==> config.mk <==
export PLATFORM = sky130hd
export DESIGN_NAME = instr_sequencer_flat
export DESIGN_NICKNAME = d
export VERILOG_FILES = /design/src/rtl/instr_sequencer_if.sv /design/src/rtl/instr_sequencer.sv /design/src/flat_wrapper.sv
export SDC_FILE = /design/constraint.sdc
export NUM_CORES = 1
export LEC_CHECK = 0
export BUFFER_PORTS_ARGS = -buffer_cell sky130_fd_sc_hd__buf_2
export CAP_MARGIN = 15
export CORE_MARGIN = 2
export CORE_UTILIZATION = 54
export DETAILED_ROUTE_END_ITERATION = 12
export PLACE_DENSITY_LB_ADDON = 0.08
export SLEW_MARGIN = 40
export SYNTH_ARGS = -nofsm -noshare
export SYNTH_HDL_FRONTEND = slang
export SYNTH_SLANG_ARGS = --single-unit
==> constraint.sdc <==
create_clock -name clk -period 3.15 [get_ports clk]
set_input_delay 0.63 -clock clk [delete_from_list [all_inputs] [get_ports clk]]
set_output_delay 0.63 -clock clk [all_outputs]
set_load 0.01 [all_outputs]
==> src/rtl/instr_sequencer_if.sv <==
// Instruction-sequencer bus: ROM/handshake inputs and program-flow outputs.
// master = sequencer side, slave = core/ROM/environment side.
interface instr_sequencer_if #(
    parameter int unsigned INSTR_WIDTH      = 12,
    parameter int unsigned INSTR_ADDR_WIDTH = 4,
    parameter int unsigned STACK_DEPTH      = 4
);
    localparam int unsigned SP_W = $clog2(STACK_DEPTH + 1);

    logic [INSTR_WIDTH-1:0]      instr;
    logic                        ready_in;
    logic                        halt_req;
    logic [INSTR_ADDR_WIDTH-1:0] pc;
    logic                        issue;
    logic [1:0]                  state;
    logic [SP_W-1:0]             sp;
    logic                        stack_err;
    logic                        wait_timeout;

    modport master (
        input  instr, ready_in, halt_req,
        output pc, issue, state, sp, stack_err, wait_timeout
    );

    modport slave (
        output instr, ready_in, halt_req,
        input  pc, issue, state, sp, stack_err, wait_timeout
    );
endinterface

==> src/rtl/instr_sequencer.sv <==
// Program-flow controller: PC, WAIT on ready_in (level/edge), JMP/CALL/RET with return stack, halt.
// Optional WAIT_TIMEOUT_EN macro adds a WAIT cycle limit that forces the PC past a stuck WAIT.
`ifndef WAIT
`define WAIT 3'b001
`endif
`ifndef JMP
`define JMP 3'b010
`endif
`ifndef CALL
`define CALL 3'b011
`endif
`ifndef RET
`define RET 3'b100
`endif

module instr_sequencer #(
    parameter int unsigned INSTR_WIDTH      = 12,
    parameter int unsigned INSTR_ADDR_WIDTH = 4,
    parameter int unsigned STACK_DEPTH      = 4,
    parameter int unsigned WAIT_TIMEOUT     = 255
) (
    input logic               clk,
    input logic               n_reset,
    instr_sequencer_if.master sq
);
    localparam int unsigned AW    = INSTR_ADDR_WIDTH;
    localparam int unsigned SP_W  = $clog2(STACK_DEPTH + 1);
    localparam int unsigned IDX_W = (STACK_DEPTH > 1) ? $clog2(STACK_DEPTH) : 1;

    typedef enum logic [1:0] {
        ST_RUN   = 2'd0,
        ST_WAIT  = 2'd1,
        ST_HALT  = 2'd2,
        ST_FAULT = 2'd3
    } state_t;

    state_t          r_state, w_state_nxt;
    logic [AW-1:0]   r_pc, w_pc_nxt, w_pc_inc, w_target, w_pop_pc;
    logic [SP_W-1:0] r_sp, w_sp_nxt;
    logic [AW-1:0]   r_stack [STACK_DEPTH];
    logic            r_stack_err, r_wait_to, r_rdy_q;
    logic            w_issue, w_push, w_err_set, w_to_set, w_to_hit;
    logic [2:0]      w_opcode;
    logic            w_edge, w_cond, w_met;
    logic            w_unused_instr;

    assign w_opcode       = sq.instr[INSTR_WIDTH-1 -: 3];
    assign w_edge         = sq.ready_in & ~r_rdy_q;
    assign w_cond         = sq.instr[3] ? w_edge : sq.ready_in;
    assign w_met          = (w_cond == sq.instr[0]);
    assign w_pc_inc       = r_pc + AW'(1);
    assign w_target       = sq.instr[AW-1:0];
    assign w_pop_pc       = r_stack[IDX_W'(r_sp - SP_W'(1))];
    assign w_unused_instr = ^sq.instr;

    // Next-state / issue decode, priority: halt, WAIT, JMP, CALL, RET, sequential
    always_comb begin
        w_state_nxt = r_state;
        w_pc_nxt    = r_pc;
        w_sp_nxt    = r_sp;
        w_issue     = 1'b0;
        w_push      = 1'b0;
        w_err_set   = 1'b0;
        w_to_set    = 1'b0;
        case (r_state)
            ST_FAULT: ;
            ST_HALT: begin
                if (!sq.halt_req) w_state_nxt = ST_RUN;
            end
            default: begin
                w_state_nxt = ST_RUN;
                if (sq.halt_req) begin
                    w_state_nxt = ST_HALT;
                end else if (w_opcode == `WAIT) begin
                    if (w_met) begin
                        w_issue  = 1'b1;
                        w_pc_nxt = w_pc_inc;
                    end else if (w_to_hit) begin
                        w_pc_nxt = w_pc_inc;
                        w_to_set = 1'b1;
                    end else begin
                        w_state_nxt = ST_WAIT;
                    end
                end else if (w_opcode == `JMP) begin
                    w_issue  = 1'b1;
                    w_pc_nxt = w_target;
                end else if (w_opcode == `CALL) begin
                    if (r_sp < SP_W'(STACK_DEPTH)) begin
                        w_issue  = 1'b1;
                        w_push   = 1'b1;
                        w_sp_nxt = r_sp + SP_W'(1);
                        w_pc_nxt = w_target;
                    end else begin
                        w_err_set   = 1'b1;
                        w_state_nxt = ST_FAULT;
                    end
                end else if (w_opcode == `RET) begin
                    if (r_sp != '0) begin
                        w_issue  = 1'b1;
                        w_sp_nxt = r_sp - SP_W'(1);
                        w_pc_nxt = w_pop_pc;
                    end else begin
                        w_err_set   = 1'b1;
                        w_state_nxt = ST_FAULT;
                    end
                end else begin
                    w_issue  = 1'b1;
                    w_pc_nxt = w_pc_inc;
                end
            end
        endcase
    end

    always_ff @(posedge clk or negedge n_reset) begin
        if (!n_reset) begin
            r_state     <= ST_RUN;
            r_pc        <= '0;
            r_sp        <= '0;
            r_stack_err <= 1'b0;
            r_wait_to   <= 1'b0;
            r_rdy_q     <= 1'b0;
        end else begin
            r_state <= w_state_nxt;
            r_pc    <= w_pc_nxt;
            r_sp    <= w_sp_nxt;
            r_rdy_q <= sq.ready_in;
            if (w_err_set) r_stack_err <= 1'b1;
            if (w_to_set)  r_wait_to   <= 1'b1;
        end
    end

    // Return-stack storage is deliberately left unreset; only sp qualifies it
    always_ff @(posedge clk) begin
        if (w_push) r_stack[IDX_W'(r_sp)] <= w_pc_inc;
    end

`ifdef WAIT_TIMEOUT_EN
    localparam int unsigned CNT_W = $clog2(WAIT_TIMEOUT + 1);
    logic [CNT_W-1:0] r_wcnt;

    // Counts consecutive unmet-WAIT cycles; any other outcome (incl. HALT) clears it
    always_ff @(posedge clk or negedge n_reset) begin
        if (!n_reset)                    r_wcnt <= '0;
        else if (w_state_nxt == ST_WAIT) r_wcnt <= r_wcnt + CNT_W'(1);
        else                             r_wcnt <= '0;
    end
    assign w_to_hit = (r_wcnt == CNT_W'(WAIT_TIMEOUT));
`else
    localparam int unsigned UNUSED_WAIT_TIMEOUT = WAIT_TIMEOUT;
    assign w_to_hit = 1'b0;
`endif

    assign sq.pc           = r_pc;
    assign sq.issue        = w_issue & n_reset;
    assign sq.state        = 2'(r_state);
    assign sq.sp           = r_sp;
    assign sq.stack_err    = r_stack_err;
    assign sq.wait_timeout = r_wait_to;
endmodule

==> src/flat_wrapper.sv <==
// flat-port wrapper written by rule: the top's interface ports become plain ports
module instr_sequencer_flat 
#(
    parameter int unsigned INSTR_WIDTH      = 12,
    parameter int unsigned INSTR_ADDR_WIDTH = 4,
    parameter int unsigned STACK_DEPTH      = 4,
    parameter int unsigned WAIT_TIMEOUT     = 255
)
  (clk, n_reset, sq_instr, sq_ready_in, sq_halt_req, sq_pc, sq_issue, sq_state, sq_sp, sq_stack_err, sq_wait_timeout);
  instr_sequencer_if #(.INSTR_WIDTH(INSTR_WIDTH), .INSTR_ADDR_WIDTH(INSTR_ADDR_WIDTH), .STACK_DEPTH(STACK_DEPTH)) sq_i ();
  input logic clk;
  input logic n_reset;
  input wire logic [$bits(sq_i.instr)-1:0] sq_instr;
  input wire logic [$bits(sq_i.ready_in)-1:0] sq_ready_in;
  input wire logic [$bits(sq_i.halt_req)-1:0] sq_halt_req;
  output wire logic [$bits(sq_i.pc)-1:0] sq_pc;
  output wire logic [$bits(sq_i.issue)-1:0] sq_issue;
  output wire logic [$bits(sq_i.state)-1:0] sq_state;
  output wire logic [$bits(sq_i.sp)-1:0] sq_sp;
  output wire logic [$bits(sq_i.stack_err)-1:0] sq_stack_err;
  output wire logic [$bits(sq_i.wait_timeout)-1:0] sq_wait_timeout;
  assign sq_i.instr = sq_instr;
  assign sq_i.ready_in = sq_ready_in;
  assign sq_i.halt_req = sq_halt_req;
  assign sq_pc = sq_i.pc;
  assign sq_issue = sq_i.issue;
  assign sq_state = sq_i.state;
  assign sq_sp = sq_i.sp;
  assign sq_stack_err = sq_i.stack_err;
  assign sq_wait_timeout = sq_i.wait_timeout;
  instr_sequencer #(.INSTR_WIDTH(INSTR_WIDTH), .INSTR_ADDR_WIDTH(INSTR_ADDR_WIDTH), .STACK_DEPTH(STACK_DEPTH), .WAIT_TIMEOUT(WAIT_TIMEOUT)) u_core (.clk(clk), .n_reset(n_reset), .sq(sq_i));
endmodule
==> reports/qor.yml <==
sta:
  rsz0062_at_grt: "no"
  slew_viol_final: 0
  whs_ns: 0.1569
  fin_crit_sh_pct: 88.73
  timing.setup.tns_ns: 0
  hold_viol: 0
  setup_viol: 0
  period_needed_ns: 2.795
  max_freq_mhz: 357.8
  clock_skew_ns: 0.002218
route:
  drt_iter0_drc: 40
  num_vias: 966
  viasPerCell: 5.855
  ant_nets: 0
  wl_per_cell_um: 16.02
  drc: 0
  wirelength_mm: 2.643
  dr.pass1.iters: 4
synth:
  synth-edff-count: 16
  synth.area.top_cells: "edfxtp_1 (33%), dfrtp_1 (19%), ha_1 (5.2%)"
  ys_types: 43
  synth.yosys.seq_area_share_pct: 52.52
  synthCells: 113
  yosysTopAreaCell: "edfxtp_1"
  syn_nets: 135
  synth.top_cells.by_count: "edfxtp_1 (16), dfrtp_1 (11), nand2_1 (10), ha_1 (6)"
  synth-seq-cells: 27
  synth-async-reset-ratio_pct: 40.74
  synth.top_cell.area_share_pct: 33.39
  yosysMostFrequentCell: "edfxtp_1"
  syn_area_um2: 1439
  ys.flop_type: "edfxtp_1"
  synth.avg_cell_area_um2: 12.73
  yosysWarnings: 0
floorplan:
  initial_core_util_pct: 57.56
  die_h_um: 55.62
  io_pins: 28
  core-area_um2: 2500
  dieArea_um2: 3094
  die_x_um: 55.62
  fp-row-count: 18
final_layout:
  fin_nets: 158
  antenna_cells: 0
  syn2layout_area_growth_pct: 10.87
  finalNonFillerCells: 165
  utilization_pct: 63.81
  drive_gt1_share_pct: 28.89
pwr:
  p_leak_nw: 0.6665
  p_per_area_nw_per_um2: 786.6
  vdd_drop_max_uv: 508.3
critical_path:
  cp_max_fo: 4
  worstPathRequired_ns: 2.52
  arrival_ns: 2.17
  criticalPathCategory: "reg -> out"
  critPathLaunchType: "register"
  crit_start: "u_core.sq.sp[1]$_DFFE_PN0P_"
  reg2reg_from: "u_core.sq.sp[1]$_DFFE_PN0P_"
  crit_path_end_kind: "output pin"
global_route:
  antenna_found_initial: 0
  grt_pass1_wl_mm: 4.464
  track_usage_pct: 19.01
  grt-ovfl-total: 0
  grt_max_degree: 17
  grt_pass1_vias: 924
clock_network:
  h-tree-depth: 1
  path_clk_slew_ns: 0.15
  tritoncts: "done"
  clock_sinks: 27
  cts_root_buffer: "clkbuf_4"
  post-cts-setup-buffers: 0
  cts.path.max_buffers: 2
  cts-buffers-inserted: 3
  clk-insertion-delay-late_ns: 0.33
  postCtsHoldBufs: 0
  cts_resized: 0
run:
  drv_cap: 0
place:
  port_buffers: 21
  globalplace.congestion: 0.7501
  dp_hpwl_mm: 1.950
  place_inst: 161
hold_path:
  hold_path_class: "in -> async"
run_status:
  outcome: "completed"
cells in the final DEF (no fill, tap or decap), types with 2 or more instances in the layout:
| cell type | n |
|---|---|
| buf_2 | 21 |
| clkbuf_4 | 3 |
| mux2i_1 | 5 |
| and2_1 | 4 |
| buf_4 | 2 |
| nand3_1 | 2 |
| xor2_1 | 2 |
| ha_1 | 6 |
| dfrtp_1 | 11 |
| inv_1 | 5 |
| mux4_2 | 3 |
| nand2_1 | 10 |
| mux2_2 | 3 |
| a22oi_1 | 2 |
| nor2_1 | 3 |
| o21ai_0 | 3 |
| nand3b_1 | 2 |
| xnor2_1 | 4 |
| edfxtp_1 | 16 |
| nand2b_1 | 2 |
| a21oi_1 | 3 |
| a21o_2 | 2 |
cell type report:
class                   instances  area (um^2)
well taps                      30        37.54
multi-input cells              76        633.1
clock buffers                   3        22.52
repair buffers                 23        120.1
fillers                       195        904.6
clock inverters                 1        7.507
inverters                       5        18.77
flip-flops and latches         27        755.7
cells by family after synthesis:
| family | count (synthesis) | share of synthesized area, % |
|---|---|---|
| simple gates | 31 | 11.91 |
| compound gates | 21 | 12.44 |
| xor+xnor | 6 | 3.652 |
| mux | 11 | 10.52 |
| flops | 27 | 52.52 |
| other cells | 1 | 0.2606 |
| fa+ha+maj | 6 | 5.217 |
| buf+inv | 10 | 3.478 |
report_power, final:
| part | total, W | switching [W] | internal, W |
|---|---|---|---|
| logic | 0.000550 | 0.000295 | 0.000254 |
| clock network | 0.000157 | 0.000108 | 0.0000487 |
| registers | 0.000548 | 0.0000620 | 0.000486 |
| total | 0.00125 | 0.000465 | 0.000790 |
routing by layer:
layer	track usage, %	vias to the layer above	wire length (um)
met5	0	-	0
met4	8.362	0	55
met3	2.326	5	97
met2	29.42	25	1227
met1	27.06	480	1263
li1	-	456	-
critical path, stage by stage (launching register included):
cell	delay, ns
dfrtp_1	0.43
inv_1	0.10
ha_1	0.19
and2b_1	0.18
a22o_4	0.24
a2111oi_4	0.38
and2_2	0.19
buf_2	0.12
stage by stage:
step	setup slack, ns	area, um^2	power (W)
finish	0.3549	1595	0.001255
global route	0.2163	1595	0.001345
global placement	0.5143	1565	0.001094
floorplan	0.3952	1439	0.0009395
detailed placement	0.4932	1565	0.001113
CTS	0.3194	1595	0.001272
registers in the layout, summed over array words and instances, names as in the netlist:
signal               cells
u_core.sq.state          2
u_core.r_rdy_q           1
u_core.r_stack          16
u_core.sq.sp             3
u_core.sq.stack_err      1
u_core.sq.pc             4
worst paths after layout:
check                                                  end  slack (ns)  cells after the start
min in group clk                  u_core.r_rdy_q$_DFF_PN0_        0.40                      1
max                                               sq_issue        0.35                      7
min reg2reg                u_core.sq.stack_err$_DFFE_PN0P_        0.48                      1
min                            u_core.sq.sp[1]$_DFFE_PN0P_        0.16                      1
max reg2reg                    u_core.sq.pc[0]$_DFFE_PN0P_        0.99                      7
max in group asynchronous      u_core.sq.pc[0]$_DFFE_PN0P_        2.76                      1
Note: power is estimated with default switching activity, not from simulation.
